`src/rtl/mac_array_grid.sv`:
```
// ROWS x COLS multiply-accumulate array: accepts k_len operand beats, accumulates
// per-cell saturating products, then drains one row of accumulators per beat.
module mac_array_grid #(
  parameter int ROWS       = 2,
  parameter int COLS       = 2,
  parameter int DATA_WIDTH = 8,
  parameter int ACC_WIDTH  = 20,
  localparam int RW        = (ROWS > 1) ? $clog2(ROWS) : 1
) (
  input  logic                            clock,
  input  logic                            reset,
  input  logic                            start,
  input  logic [15:0]                     k_len,
  input  logic                            signed_mode,
  input  logic                            in_valid,
  output logic                            in_ready,
  input  logic [ROWS*COLS*DATA_WIDTH-1:0] a_vec,
  input  logic [ROWS*COLS*DATA_WIDTH-1:0] b_vec,
  output logic                            out_valid,
  input  logic                            out_ready,
  output logic [RW-1:0]                   out_row,
  output logic [COLS*ACC_WIDTH-1:0]       out_data,
  output logic                            out_last,
  output logic                            busy,
  output logic                            sat_flag,
  output logic                            done
);

  localparam int N = ROWS * COLS;

  typedef enum logic [1:0] {
    IDLE  = 2'd0,
    ACCUM = 2'd1,
    FLUSH = 2'd2,
    DRAIN = 2'd3
  } state_t;

  state_t                state_q, state_d;
  logic [15:0]           k_q, k_d;
  logic [15:0]           cnt_q, cnt_d;
  logic                  sgn_q, sgn_d;
  logic                  prod_vld_q, prod_vld_d;
  logic                  sat_q, sat_d;
  logic                  done_q, done_d;
  logic [RW-1:0]         row_q, row_d;
  logic [ACC_WIDTH-1:0]  prod_q [N];
  logic [ACC_WIDTH-1:0]  prod_d [N];
  logic [ACC_WIDTH-1:0]  acc_q  [N];
  logic [ACC_WIDTH-1:0]  acc_d  [N];
  logic                  accept_s;
  logic                  drain_hs_s;
  logic                  last_row_s;
  logic [ACC_WIDTH:0]    add_s  [N];

  // Product of one cell, extended to accumulator width (sign-extended in signed mode).
  function automatic logic [ACC_WIDTH-1:0] mul_ext(input logic [DATA_WIDTH-1:0] a,
                                                   input logic [DATA_WIDTH-1:0] b,
                                                   input logic               sgn);
    logic [2*DATA_WIDTH-1:0]        pu;
    logic signed [2*DATA_WIDTH-1:0] ps;
    logic [ACC_WIDTH-1:0]           r;
    pu = {{DATA_WIDTH{1'b0}}, a} * {{DATA_WIDTH{1'b0}}, b};
    ps = $signed({{DATA_WIDTH{a[DATA_WIDTH-1]}}, a}) * $signed({{DATA_WIDTH{b[DATA_WIDTH-1]}}, b});
    if (sgn) begin
      r = ACC_WIDTH'(ps);
    end else begin
      r = ACC_WIDTH'(pu);
    end
    return r;
  endfunction

  // Saturating add; MSB of the result flags a clamp.
  function automatic logic [ACC_WIDTH:0] sat_add(input logic [ACC_WIDTH-1:0] acc,
                                                 input logic [ACC_WIDTH-1:0] p,
                                                 input logic                 sgn);
    logic [ACC_WIDTH:0] s;
    logic [ACC_WIDTH:0] r;
    if (sgn) begin
      s = {acc[ACC_WIDTH-1], acc} + {p[ACC_WIDTH-1], p};
      if (s[ACC_WIDTH] != s[ACC_WIDTH-1]) begin
        r = {1'b1, s[ACC_WIDTH], {(ACC_WIDTH-1){~s[ACC_WIDTH]}}};
      end else begin
        r = {1'b0, s[ACC_WIDTH-1:0]};
      end
    end else begin
      s = {1'b0, acc} + {1'b0, p};
      if (s[ACC_WIDTH]) begin
        r = {1'b1, {ACC_WIDTH{1'b1}}};
      end else begin
        r = {1'b0, s[ACC_WIDTH-1:0]};
      end
    end
    return r;
  endfunction

  assign accept_s   = in_valid && (state_q == ACCUM);
  assign last_row_s = (row_q == RW'(ROWS - 1));
  assign drain_hs_s = (state_q == DRAIN) && out_ready;

  always_comb begin
    state_d    = state_q;
    k_d        = k_q;
    cnt_d      = cnt_q;
    sgn_d      = sgn_q;
    sat_d      = sat_q;
    row_d      = row_q;
    done_d     = 1'b0;
    prod_vld_d = accept_s;
    for (int i = 0; i < N; i++) begin
      add_s[i] = sat_add(acc_q[i], prod_q[i], sgn_q);
      if (accept_s) begin
        prod_d[i] = mul_ext(a_vec[i*DATA_WIDTH +: DATA_WIDTH],
                            b_vec[i*DATA_WIDTH +: DATA_WIDTH], sgn_q);
      end else begin
        prod_d[i] = prod_q[i];
      end
      if (prod_vld_q) begin
        acc_d[i] = add_s[i][ACC_WIDTH-1:0];
        if (add_s[i][ACC_WIDTH]) begin
          sat_d = 1'b1;
        end else begin
          sat_d = sat_d;
        end
      end else begin
        acc_d[i] = acc_q[i];
      end
    end

    case (state_q)
      IDLE: begin
        if (start && (k_len != 16'd0)) begin
          state_d    = ACCUM;
          k_d        = k_len;
          sgn_d      = signed_mode;
          cnt_d      = 16'd0;
          sat_d      = 1'b0;
          prod_vld_d = 1'b0;
          for (int i = 0; i < N; i++) begin
            acc_d[i]  = '0;
            prod_d[i] = '0;
          end
        end else begin
          state_d = IDLE;
        end
      end
      ACCUM: begin
        if (accept_s) begin
          cnt_d = cnt_q + 16'd1;
          if ((cnt_q + 16'd1) == k_q) begin
            state_d = FLUSH;
          end else begin
            state_d = ACCUM;
          end
        end else begin
          state_d = ACCUM;
        end
      end
      FLUSH: begin
        state_d = DRAIN;
        row_d   = '0;
      end
      DRAIN: begin
        if (drain_hs_s) begin
          if (last_row_s) begin
            state_d = IDLE;
            done_d  = 1'b1;
          end else begin
            row_d = row_q + RW'(1);
          end
        end else begin
          state_d = DRAIN;
        end
      end
      default: begin
        state_d = IDLE;
      end
    endcase
  end

  always_ff @(posedge clock or posedge reset) begin
    if (reset) begin
      state_q    <= IDLE;
      k_q        <= 16'd0;
      cnt_q      <= 16'd0;
      sgn_q      <= 1'b0;
      prod_vld_q <= 1'b0;
      sat_q      <= 1'b0;
      done_q     <= 1'b0;
      row_q      <= '0;
      for (int i = 0; i < N; i++) begin
        prod_q[i] <= '0;
        acc_q[i]  <= '0;
      end
    end else begin
      state_q    <= state_d;
      k_q        <= k_d;
      cnt_q      <= cnt_d;
      sgn_q      <= sgn_d;
      prod_vld_q <= prod_vld_d;
      sat_q      <= sat_d;
      done_q     <= done_d;
      row_q      <= row_d;
      for (int i = 0; i < N; i++) begin
        prod_q[i] <= prod_d[i];
        acc_q[i]  <= acc_d[i];
      end
    end
  end

  // Output row mux is driven only while draining so idle outputs read as zero.
  always_comb begin
    out_data = '0;
    for (int c = 0; c < COLS; c++) begin
      if (state_q == DRAIN) begin
        out_data[c*ACC_WIDTH +: ACC_WIDTH] = acc_q[int'(row_q) * COLS + c];
      end else begin
        out_data[c*ACC_WIDTH +: ACC_WIDTH] = '0;
      end
    end
  end

  assign in_ready  = (state_q == ACCUM);
  assign out_valid = (state_q == DRAIN);
  assign out_row   = (state_q == DRAIN) ? row_q : '0;
  assign out_last  = (state_q == DRAIN) && last_row_s;
  assign busy      = (state_q != IDLE);
  assign sat_flag  = sat_q;
  assign done      = done_q;

endmodule

```
`config.mk`:
```
export PLATFORM = sky130hd
export DESIGN_NAME = mac_array_grid
export DESIGN_NICKNAME = d
export VERILOG_FILES = /design/src/rtl/mac_array_grid.sv
export SDC_FILE = /design/constraint.sdc
export NUM_CORES = 2
export LEC_CHECK = 0
export ABC_CLOCK_PERIOD_IN_PS = 7900
export CAP_MARGIN = 10
export CORE_ASPECT_RATIO = 0.5
export CORE_MARGIN = 3
export CORE_UTILIZATION = 58
export DETAILED_ROUTE_END_ITERATION = 8
export PLACE_DENSITY = 0.77
export SLEW_MARGIN = 10
export SYNTH_ARGS = -nofsm -noshare
export SYNTH_HDL_FRONTEND = slang
export SYNTH_SLANG_ARGS = --single-unit
```
`constraint.sdc`:
```
create_clock -name clock -period 7.9 [get_ports clock]
set_input_delay 2.37 -clock clock [delete_from_list [all_inputs] [get_ports clock]]
set_output_delay 2.37 -clock clock [all_outputs]
set_load 0.01 [all_outputs]
```
# --- Word-level counts from Yosys, hierarchy flattened ---
# Cells that the tools add are included.
# W data, S select, Z words.
classes:
  n_mul: 8
  add_sub_neg: 11
  n_eq_ne: 12
  order_cmp: 2
  reduce_logical: 12
  n_bitwise: 6
  n_mux: 64
op_table:
  columns: ["cell", "count"]
  rows:
  - ["$mux W20", 18]
  - ["$mux W80", 4]
  - ["$mux W21", 12]
  - ["$add A20 B20 Y21", 8]
  - ["$mul A8 B8 Y16", 8]
  - ["$bmux W20 S2", 2]
  - ["$ge A32 B3 Y1 const B", 2]
  - ["$mux W16", 2]
  - ["$not A2 Y32", 1]
  - ["$not A3 Y32", 1]
  - ["$pmux W16 S2", 1]
  - ["$mux W1", 19]
  - ["$add A16 B1 Y16 const B", 1]
  - ["$eq A16 B16 Y1", 1]
  - ["$reduce_bool A16 Y1", 1]
  - ["$mux W2", 4]
  - ["$pmux W2 S4", 1]
  - ["$reduce_bool A2 Y1", 3]
  - ["$eq A2 B2 Y1 const B", 2]
  - ["$logic_and A1 B1 Y1", 4]
  - ["$ne A1 B1 Y1", 4]
  - ["$ne A2 B1 Y1 const B", 2]
  - ["$not A1 Y1", 4]
  - ["$reduce_and A2 Y1", 2]
  - ["other kinds (8)", 8]
totals:
  inputBits: 86
  elab_cells: 131
  regBits: 199

# --- Longest topological paths before layout ---
logic_depth:
  word_depth: 14
  mapped_depth: 20

# --- Worst setup path after synthesis ---
# Ideal clock, no wire load.
synth_timing:
  path_type: "input port to flip-flop"
  start: "input port a_vec[6]"
  end: "register prod_q[75] (netlist bit)"
  stages: 18
  arrival_time_ns: 6.758
  setup_slack_ns: 1.039
  cell_sequence: "clkbuf_1 > nand2_1 > fa_1 > fa_1 > inv_1 > fa_1 > inv_1 > fa_1 > inv_1 > ha_1 > o21ai_0 > nand2b_1 > a31o_2 > a21o_1 > a2111oi_0 > nor3_1 > xnor2_1 > a221oi_1"
synth_rtl:
  columns: ["item", "line", "rtl"]
  rows:
  - ["from (decl)", "17", "input logic [ROWS*COLS*DATA_WIDTH-1:0] a_vec,"]
  - ["to (signal, indexed assignment)", "204", "prod_q[i] <= prod_d[i];"]
  - ["to (decl)", "46", "logic [ACC_WIDTH-1:0] prod_q [N];"]

==> key figures <==
Synth
  • Netlist area before placement: approximately 30000 µm²
  • Top cells by area, synth: sky130_fd_sc_hd__fa_1 23%, sky130_fd_sc_hd__dfrtp_1 17%, sky130_fd_sc_hd__ha_1 13%, sky130_fd_sc_hd__inv_1 8.1%, sky130_fd_sc_hd__nand2_1 4.3%
  • Library cell with the largest summed area after synthesis: sky130_fd_sc_hd__fa_1
  • XOR/XNOR Fraction of Synth Area: 0.05944
  • Dominant combinational cell family by area after synthesis: adder cells
  • Post-synth net total: 4300
  • Compound-gate portion of the synthesized area: 0.1428
  • Synthesized flop and latch total: 199
  • Post-synthesis average cell area: between 8 and 9 µm²
  • Simple-gate portion of the synthesized area: 0.1551
  • Warnings, synthesis: 0
  • Adder-cell area share of the yosys netlist: 0.3607
  • Sequential area share after synthesis: 0.1657
  • Mapped Cells: between 3000 and 4000
  • Leading cell type by number of instances after synthesis: sky130_fd_sc_hd__inv_1
  • Top flip-flop cell by instance count after synthesis: sky130_fd_sc_hd__dfrtp_1
  • Share of the synthesized area in the top cell type: 0.2291
  • Number of unique standard cell types used by synthesis: 86
  • Count of flip-flops with a built-in enable after synthesis: 0
  • Leading post-synthesis cells by instance count: 651 x sky130_fd_sc_hd__inv_1, 344 x sky130_fd_sc_hd__fa_1, 341 x sky130_fd_sc_hd__nand2_1, 313 x sky130_fd_sc_hd__ha_1, 231 x sky130_fd_sc_hd__nor2_1
  • Post-synth ARST share: 1.000
  • Share of synthesized area spent on multiplexers: 0.01852

Setup path
  • Reg-to-reg setup timing slack: 3780 ps
  • Critical path data arrival time: approximately 7500 ps
  • Max Fanout on Critical Path: 8
  • CP endpoint kind: register
  • Crit path required time: around 8200 ps
  • Launching element type of the critical path: input port
  • Type of the worst setup path: in2reg

Floorplanning
  • Starting density of the core: 0.5925
  • Die width: around 330 µm
  • Core footprint: a little over 50000 µm²
  • Die height: between 150 and 200 µm
  • Number of rows in the core area: 58
  • Top-Level Pins: roughly 130
  • Die ar.: roughly 55000 µm²

STA
  • Final number of max-transition violations: 0
  • Setup repair after global routing missed its margin: false
  • Clock period minus final worst setup slack: 7241 ps
  • Portion of the clock cycle consumed by the worst path in the final layout: 0.9166
  • Hold Violations, Final: 0
  • Maximum clock frequency: between 100 and 150 MHz
  • Worst clock skew on the final layout: roughly 12 ps
  • Endpoints failing setup: 0
  • Transition at the pin with the smallest max-transition slack: between 1000 and 1500 ps
  • Final setup TNS: 0 ps
  • Worst-case headroom to the max-slew limit: 0.1941

Clock tree
  • Count of buffers added by post-CTS timing repair for setup: 0
  • Root Driver: sky130_fd_sc_hd__clkbuf_16
  • Htree depth: 4
  • Clock tree from TritonCTS: done
  • Number of clock sinks: 199
  • Clock transition at path regs: approximately 80 ps
  • Post-CTS sizing: 0
  • Maximum clock path buffer count: 2
  • Clock Latency Late Sink: ~470 ps
  • Number of hold buffers added after cts: 0
  • Clock buffer count from CTS: 17

Layout
  • Net count of the finished layout: about 4400
  • Storage cell area: between 4000 and 5000 µm²
  • Layout cells sized above 1: 0.02726
  • Final standard cell count with taps included and fillers excluded: approximately 4300
  • Multi-input gate area in the final layout: 22170 µm²
  • Area growth syn-to-layout: 8.097%
  • ANT cells: 0
  • Fill cells: 4243

Placement
  • Total instance count after detailed placement: 4290
  • Port buffer count: approximately 130
  • Detailed-placement wirelength estimate: about 60 mm
  • RD Place Congestion: approximately 0.91

Global routing
  • Number of global-route vias before repair: approximately 25000
  • Total overflow reported by the global router: 0
  • GRT Resource Usage Total: 0.2780
  • Largest net degree at the start of global routing: 83
  • Antenna violations before repair: 0
  • First-pass GRT wire length: approximately 130 mm

Min path
  • Class of the worst hold path: reg2reg

Routing
  • Final routed wire length divided by cell count: between 15 and 20 µm
  • Count of vias placed by the detailed router: between 20000 and 25000
  • Via density per instance: around 5.7
  • Number of search-and-repair iterations in the first detailed-routing pass: 6
  • Remaining antenna violation count: 0
  • Detailed-route wire length: 72.78 mm
  • Drt drc: 0
  • Drt initial violations: around 1900

Power
  • Peak supply drop: 0.0002546 V
  • Overall Power: about 12 mW
  • Power per cell area: around 380 nW/µm²
  • Leak pwr: approximately 16 nW

Run
  • Maxcap violations: 0

Outcome
  • Result of the run: finished, final reports clean
flip-flops by register name, summed over array words and instances, names as in the netlist:
register	count
acc_q	80
k_q	16
cnt_q	16
done	1
last_row_s	1
prod_vld_q	1
sgn_q	1
state_q	2
prod_q	80
sat_flag	1
cell usage in the layout, fill, tap and decap left out, types with 6 or more instances in the layout:
| cell | Yosys | final |
|---|---|---|
| sky130_fd_sc_hd__inv_1 | 651 | 648 |
| sky130_fd_sc_hd__o21a_1 | 18 | 18 |
| sky130_fd_sc_hd__a221o_1 | 6 | 6 |
| sky130_fd_sc_hd__and2_1 | 144 | 144 |
| sky130_fd_sc_hd__a21oi_1 | 204 | 204 |
| sky130_fd_sc_hd__o221ai_1 | 7 | 7 |
| sky130_fd_sc_hd__clkdlybuf4s50_1 | 0 | 132 |
| sky130_fd_sc_hd__a31o_2 | 6 | 6 |
| sky130_fd_sc_hd__buf_4 | 3 | 17 |
| sky130_fd_sc_hd__nor4_1 | 11 | 11 |
| sky130_fd_sc_hd__a311oi_1 | 6 | 6 |
| sky130_fd_sc_hd__nor2b_1 | 20 | 20 |
| sky130_fd_sc_hd__nor2_1 | 231 | 230 |
| sky130_fd_sc_hd__nand3_1 | 77 | 76 |
| sky130_fd_sc_hd__xor2_1 | 67 | 67 |
| sky130_fd_sc_hd__xnor2_1 | 137 | 137 |
| sky130_fd_sc_hd__clkbuf_16 | 0 | 17 |
| sky130_fd_sc_hd__o21ai_0 | 187 | 187 |
| sky130_fd_sc_hd__and3_1 | 19 | 18 |
| sky130_fd_sc_hd__nand2b_1 | 36 | 36 |
| sky130_fd_sc_hd__o41ai_1 | 8 | 8 |
| sky130_fd_sc_hd__dfrtp_1 | 199 | 196 |
| sky130_fd_sc_hd__or3_1 | 17 | 17 |
| sky130_fd_sc_hd__nor3_1 | 65 | 65 |
| sky130_fd_sc_hd__fa_1 | 344 | 344 |
| sky130_fd_sc_hd__o31ai_1 | 6 | 6 |
| sky130_fd_sc_hd__nand2_1 | 341 | 339 |
| sky130_fd_sc_hd__ha_1 | 313 | 313 |
| sky130_fd_sc_hd__a211oi_1 | 27 | 27 |
| sky130_fd_sc_hd__o21ai_1 | 11 | 11 |
| sky130_fd_sc_hd__a21o_1 | 57 | 57 |
| sky130_fd_sc_hd__o21bai_1 | 24 | 24 |
| sky130_fd_sc_hd__a221oi_1 | 12 | 12 |
| sky130_fd_sc_hd__inv_6 | 0 | 7 |
| sky130_fd_sc_hd__nand4_1 | 11 | 11 |
| sky130_fd_sc_hd__o22ai_1 | 21 | 21 |
| sky130_fd_sc_hd__a31oi_1 | 13 | 13 |
| sky130_fd_sc_hd__o211ai_1 | 13 | 13 |
| sky130_fd_sc_hd__mux2i_1 | 50 | 50 |
worst paths after layout:
path / from / end / depth (start not counted)
min reg2reg: prod_q[69] / prod_q[69] / 2
min: prod_q[69] / prod_q[69] / 2
max reg2reg: acc_q[20] / acc_q[20] / 10
min in group asynchronous: reset / acc_q[3] / 2
max: b_vec[2] / prod_q[75] / 18
max in group asynchronous: reset / prod_q[54] / 3
power by group:
group / total [mW] / internal [mW] / switching [mW] / leakage (nW)
Clock: 0.876 / 0.426 / 0.451 / 0.276
Combinational: 9.56 / 3.99 / 5.56 / 13.4
Sequential: 1.97 / 1.50 / 0.466 / 2.43
Total: 12.4 / 5.92 / 6.48 / 16.1
metrics by stage:
stage / hold slack (ps) / util / cell area (µm²) / setup WS, ps
floorplan: 456.3 / - / 30060 / 104.3
global placement: 466.4 / 0.6293 / 31920 / 336.5
detailed placement: 475.5 / 0.6293 / 31920 / 191.8
CTS: 494.2 / 0.6405 / 32490 / 687.8
global route: 511.7 / 0.6405 / 32490 / 271.2
finish: 490.3 / 0.6405 / 32490 / 659.0
critical path, stage by stage:
cell                              delay [ps]
sky130_fd_sc_hd__clkdlybuf4s50_1         660
sky130_fd_sc_hd__nand2_1                 130
sky130_fd_sc_hd__fa_1                    450
sky130_fd_sc_hd__inv_1                   130
sky130_fd_sc_hd__fa_1                    450
sky130_fd_sc_hd__fa_1                    550
sky130_fd_sc_hd__inv_1                    50
sky130_fd_sc_hd__fa_1                    470
sky130_fd_sc_hd__inv_1                    40
sky130_fd_sc_hd__ha_1                    310
sky130_fd_sc_hd__a21oi_1                 280
sky130_fd_sc_hd__o21ai_0                 160
sky130_fd_sc_hd__a31o_2                  270
sky130_fd_sc_hd__a21o_1                  190
sky130_fd_sc_hd__a2111oi_0               390
sky130_fd_sc_hd__nor3_1                  130
sky130_fd_sc_hd__xnor2_1                 330
sky130_fd_sc_hd__a221oi_1                160
cell families after synthesis:
group	Yosys count
XOR/XNOR	204
adder cells (fa/ha/maj)	661
buffers and inverters	758
AND/OR/NAND/NOR	996
flip-flops	199
AO/OA/AOI/OAI	684
multiplexers	55
per-layer routing:
metal	track usage	part of all wire
met5	0	0
met4	0.07865	0.027
met3	0.03509	0.049
met2	0.4737	0.48
met1	0.3740	0.44
layout make-up:
cell class | count | area share
clock buffer | 18 | 0.01352
clock inverter | 14 | 0.003966
inverter | 652 | 0.07555
multi-input combinational | 2600 | 0.6824
sequential | 199 | 0.1534
tap | 690 | 0.02657
timing repair buffer | 149 | 0.04459
Note: power is estimated with default switching activity, not from simulation.
